--- config.mk ---
export PLATFORM = sky130hd
export DESIGN_NAME = pipe_stage_skid
export DESIGN_NICKNAME = d
export VERILOG_FILES = /design/src/rtl/pipe_stage_skid.sv
export SDC_FILE = /design/constraint.sdc
export NUM_CORES = 1
export LEC_CHECK = 0
export BUFFER_PORTS_ARGS = -buffer_cell sky130_fd_sc_hd__buf_4
export CAP_MARGIN = 25
export CORE_MARGIN = 2
export CORE_UTILIZATION = 58
export DETAILED_ROUTE_END_ITERATION = 6
export PLACE_DENSITY_LB_ADDON = 0.08
export SYNTH_ARGS = -nofsm -noshare
export SYNTH_HDL_FRONTEND = slang
export SYNTH_SLANG_ARGS = --single-unit
export TNS_END_PERCENT = 20
--- constraint.sdc ---
create_clock -name clk -period 12.7 [get_ports clk]
set_clock_uncertainty 0.1 [all_clocks]
set_input_delay 0.635 -clock clk [delete_from_list [all_inputs] [get_ports clk]]
set_output_delay 0.635 -clock clk [all_outputs]
set_load 0.02 [all_outputs]
--- src/rtl/pipe_stage_skid.sv ---
// pipe_stage_skid
//   Elastic pipeline-stage register carrying an opaque DATA_W payload between
//   two stages with a valid/ready handshake. With SKID=1 a second (skid) entry
//   absorbs the beat that arrives in the cycle downstream stalls, so in_ready
//   can come from a flop. With SKID=0 the stage is a single register and
//   in_ready is combinational. A synchronous flush empties the stage, and a
//   saturating counter records back-pressure cycles.
//
// Ports
//   clk        in   1       rising-edge clock
//   reset      in   1       asynchronous, active-high, clears all state
//   flush      in   1       synchronous, drops held entries and this cycle's input beat
//   in_valid   in   1       upstream beat valid
//   in_ready   out  1       stage accepts a beat this cycle
//   in_data    in   DATA_W  upstream payload
//   out_valid  out  1       out_data holds a valid beat
//   out_ready  in   1       downstream accepts out_data this cycle
//   out_data   out  DATA_W  payload at the head of the stage
//   occupancy  out  2       held entries (0..2 with SKID=1, 0..1 with SKID=0)
//   stall_cnt  out  CNT_W   cycles with out_valid & !out_ready, saturating

module pipe_stage_skid #(
  parameter int DATA_W = 101,
  parameter bit SKID   = 1'b1,
  parameter int CNT_W  = 16
) (
  input  logic              clk,
  input  logic              reset,
  input  logic              flush,
  input  logic              in_valid,
  output logic              in_ready,
  input  logic [DATA_W-1:0] in_data,
  output logic              out_valid,
  input  logic              out_ready,
  output logic [DATA_W-1:0] out_data,
  output logic [1:0]        occupancy,
  output logic [CNT_W-1:0]  stall_cnt
);

  // State encoding equals the number of held entries.
  typedef enum logic [1:0] {
    ST_EMPTY = 2'd0,
    ST_FULL  = 2'd1,
    ST_SKID  = 2'd2
  } state_t;

  state_t              state_q, state_d;
  logic [DATA_W-1:0]   main_q, main_d;
  logic [DATA_W-1:0]   skid_q, skid_d;
  logic                rdy_q, rdy_d;
  logic [CNT_W-1:0]    cnt_q, cnt_d;
  logic                in_xfer, out_xfer;

  assign out_valid = (state_q != ST_EMPTY);
  assign out_data  = main_q;

  // Registered ready for the skid variant; gated by reset so the stage never
  // advertises space while it is being cleared.
  assign in_ready  = SKID ? (rdy_q & ~reset)
                          : (~reset & (~out_valid | out_ready));

  assign occupancy = SKID ? state_q : {1'b0, state_q[0]};
  assign stall_cnt = cnt_q;

  assign in_xfer   = in_valid & in_ready;
  assign out_xfer  = out_valid & out_ready;

  always_comb begin
    state_d = state_q;
    main_d  = main_q;
    skid_d  = skid_q;
    if (flush) begin
      // Flush wins over any transfer; an output transfer this cycle has
      // still been seen by downstream, the input beat is simply dropped.
      state_d = ST_EMPTY;
      main_d  = '0;
      skid_d  = '0;
    end else begin
      unique case (state_q)
        ST_EMPTY: begin
          if (in_xfer) begin
            state_d = ST_FULL;
            main_d  = in_data;
          end
        end
        ST_FULL: begin
          if (in_xfer && out_xfer) begin
            main_d = in_data;
          end else if (in_xfer) begin
            // Only reachable with the skid entry present: in the single-
            // register variant a full stage accepts only when draining.
            if (SKID) begin
              state_d = ST_SKID;
              skid_d  = in_data;
            end
          end else if (out_xfer) begin
            state_d = ST_EMPTY;
          end
        end
        ST_SKID: begin
          if (out_xfer) begin
            state_d = ST_FULL;
            main_d  = skid_q;
          end
        end
        default: begin
          state_d = ST_EMPTY;
        end
      endcase
    end
  end

  assign rdy_d = (state_d != ST_SKID);

  always_comb begin
    cnt_d = cnt_q;
    if (out_valid && !out_ready && (cnt_q != {CNT_W{1'b1}})) begin
      cnt_d = cnt_q + CNT_W'(1);
    end
  end

  always_ff @(posedge clk or posedge reset) begin
    if (reset) begin
      state_q <= ST_EMPTY;
      main_q  <= '0;
      skid_q  <= '0;
      rdy_q   <= 1'b1;
      cnt_q   <= '0;
    end else begin
      state_q <= state_d;
      main_q  <= main_d;
      skid_q  <= skid_d;
      rdy_q   <= rdy_d;
      cnt_q   <= cnt_d;
    end
  end

endmodule

==> results.json <==
{
  "cts.clk_slew.worst_paths_ns": 0.07,
  "hold_viol": 0,
  "die_h_um": 135,
  "via_per_inst": 5.79,
  "use_met1": 0.390,
  "grt_pass1_wl_um": 41300,
  "gp_congestion": 0.816,
  "fin_crit_sh": 0.249,
  "hp-class": "primary input to flop",
  "synth_area_per_cell_sq_um": 9.80,
  "clock.fmax_mhz": 317,
  "drc": 0,
  "status": "finished clean",
  "core_area_sq_um": 16700,
  "yosys_warnings": 0,
  "vias": 8289,
  "worst_pin_slew_ns": 0.984,
  "final_antenna_net_count": 0,
  "portBuffers": 226,
  "ys_top_cells_by_area": "dfrtp_1 55%, nand2_1 8.1%, a211oi_1 5.3%, a21oi_1 5.2%, mux2i_1 5.1%",
  "die_w_um": 135,
  "cts_buffers": 23,
  "clk_latency_ns": 0.51,
  "relSlewSlack": 0.344,
  "drive_gt1_frac": 0.263,
  "fp-row-count": 47,
  "synth_async_sr_flop_share": 1.00,
  "grt_max_degree": 139,
  "fill_cells": 1233,
  "synth_cell_type_count": 38,
  "critPathMaxFanout": 95,
  "routed_wl_um": 25700,
  "grt_use_met3": 0.0752,
  "die-area_sq_um": 18300,
  "startpoint_type": "flop",
  "p_leak_nw": 5.55,
  "cp_data_arrival_time_ns": 3.46,
  "grt_overflow": 0,
  "endpoint_kind": "flop",
  "vdd_ir_drop_max_v": 0.000114,
  "drt-initial-drc-count": 627,
  "met2_usage": 0.441,
  "drt-pass1-iter-count": 5,
  "ys_ff_latch": 221,
  "start_util": 0.597,
  "pin_count": 227,
  "maxCapViolations": 0,
  "diodes": 0,
  "layout_min_cycle_time_ns": 3.16,
  "final_nets": 1307,
  "areaGrowthSynthToFinish_pct": 26.8,
  "synth-seq-area-share": 0.554,
  "grt_pass1_vias": 7983,
  "yosysTopAreaCellShare": 0.552,
  "cp.required_ns": 13.00,
  "power.density_nw_per_um2": 145,
  "synth_fp_nets": 1129,
  "antenna_found_initial": 0,
  "cts_repair_resize_count": 0,
  "cts_tree": "built",
  "synth-main-ff-cell": "dfrtp_1",
  "busiest_layer": "met2",
  "synth_area_sq_um": 9980,
  "clock-sinks": 221,
  "grt_usage": 0.280,
  "wl_per_cell_um": 17.9,
  "dp_hpwl_um": 15400,
  "maxSlewViolCount": 0,
  "root_buffer": "clkbuf_16",
  "finalSetupViolCount": 0,
  "htreeDepth": 1,
  "synth_cells": 1018,
  "critPathKind": "flop to flop",
  "clockBufferDepth": 3,
  "synth-edff-count": 0,
  "synth_largest_area_cell": "dfrtp_1",
  "rsz0062_at_grt": "no",
  "hold_slack_ns": 0.275,
  "fin_tns_setup_ns": 0
}
-- path summary, 6_finish.rpt --
| kind | startpoint | endpoint | slack [ns] | cells after the start |
|---|---|---|---|---|
| worst max-delay path | occupancy[1]$_DFF_PP0_ | out_data[73]$_DFFE_PP0P_ | 9.54 | 9 |
| worst min-delay path | in_data[84] | skid_q[84]$_DFFE_PP0P_ | 0.27 | 3 |
| worst max register to register | occupancy[1]$_DFF_PP0_ | out_data[73]$_DFFE_PP0P_ | 9.54 | 9 |
| worst min register to register | skid_q[94]$_DFFE_PP0P_ | skid_q[94]$_DFFE_PP0P_ | 0.41 | 2 |
| max in group asynchronous | reset | out_data[59]$_DFFE_PP0P_ | 10.43 | 6 |
| min in group asynchronous | reset | out_data[93]$_DFFE_PP0P_ | 0.53 | 3 |
-- cell families (layout without fill, tap and decap cells) --
logic type | count (synthesis) | in the layout | synth area share
AOI/OAI and AO/OA | 269 | 269 | 0.183
xor gates and xnor gates | 14 | 14 | 0.0123
adders and majority gates | 5 | 5 | 0.00627
buffers and inverters | 94 | 288 | 0.0435
DFF | 221 | 221 | 0.554
muxes | 51 | 51 | 0.0512
and+or+nand+nor | 364 | 364 | 0.149
-- flip-flops by register name, indices dropped and copies added, names as in the netlist --
name	cells
out_data	101
stall_cnt	16
occupancy	2
rdy_q	1
skid_q	101
-- area by class of cell --
cell class,count,area (sq um),area share
flip-flops and latches,221,5530,0.437
multi-input cells,703,4050,0.320
repair buffers,240,1910,0.151
clock buffers,30,662,0.0523
well taps,220,275,0.0218
clock inverters,11,186,0.0147
inverters,7,33.8,0.00267
-- routing by layer --
metal	up-vias	part of all wire	routed length (um)
met4	0	0.025	631
met2	299	0.47	12200
met3	43	0.090	2320
li1	3896	-	-
met1	4051	0.41	10600
met5	-	0	0
-- cell usage after synthesis (all sizes together), types with 4 or more instances --
library cell,n
inv,7
nand3b,17
xor2,4
a21oi,104
o22ai,35
nor3,6
clkbuf,45
nand2,215
nand3,6
nand4,4
a211oi,101
buf,42
ha,5
xnor2,10
o21ai,20
dfrtp,220
mux2i,51
nor2,107
-- metrics by stage --
step | total power [W] | utilization | worst slack [ns] | std cells | cell area [sq um]
2_1_floorplan | 0.000970 | - | 5.92 | 1018 | 9980
3_3_place_gp | 0.00109 | 0.698 | 9.40 | 1385 | 11700
3_5_place_dp | 0.00110 | 0.699 | 9.26 | 1386 | 11700
4_1_cts | 0.00184 | 0.750 | 9.26 | 1427 | 12500
5_1_grt | 0.00191 | 0.757 | 9.32 | 1432 | 12600
6_report | 0.00184 | 0.757 | 9.54 | 1432 | 12600
-- critical path: stages, from the launching register on --
cell and delay (ns):
dfrtp_1 0.47, inv_1 0.16, ha_1 0.29, inv_2 0.10
nor4_2 0.35, a31o_4 0.56, buf_4 0.29, buf_16 0.33
nor2_1 0.09, a211oi_1 0.25
-- where the power goes --
group | internal, W | leakage [nW] | switching, W
clock network | 0.000468 | 0.419 | 0.000277
logic | 0.000125 | 2.12 | 0.000183
registers | 0.000749 | 3.02 | 0.0000335
total | 0.00134 | 5.55 | 0.000493
-- repair_timing --
action	CTS	global route
setup buffers	0	0
hold endpoints to repair	0	19
endpoints found under the setup margin	0	0
hold buffers	0	1
-- layout by cell type (no fill, tap or decap), types with 2 or more instances in the layout --
cell	Yosys	routed
buf_4	4	233
dfrtp_1	220	220
nand2_1	215	215
nor2_1	107	107
a21oi_1	104	104
a211oi_1	71	71
mux2i_1	51	51
o22ai_1	35	35
a211oi_2	30	30
clkbuf_16	0	23
o21ai_0	20	20
nand3b_1	17	17
xnor2_1	10	10
nor3_1	6	6
clkbuf_8	0	6
inv_1	6	5
nand3_1	6	5
bufinv_16	0	5
buf_16	0	5
nand4_1	4	4
xor2_1	4	4
ha_1	5	4
clkinv_2	0	4
nor2b_1	2	2
o31a_1	2	2
a31oi_1	2	2
Note: power is estimated with default switching activity, not from simulation.
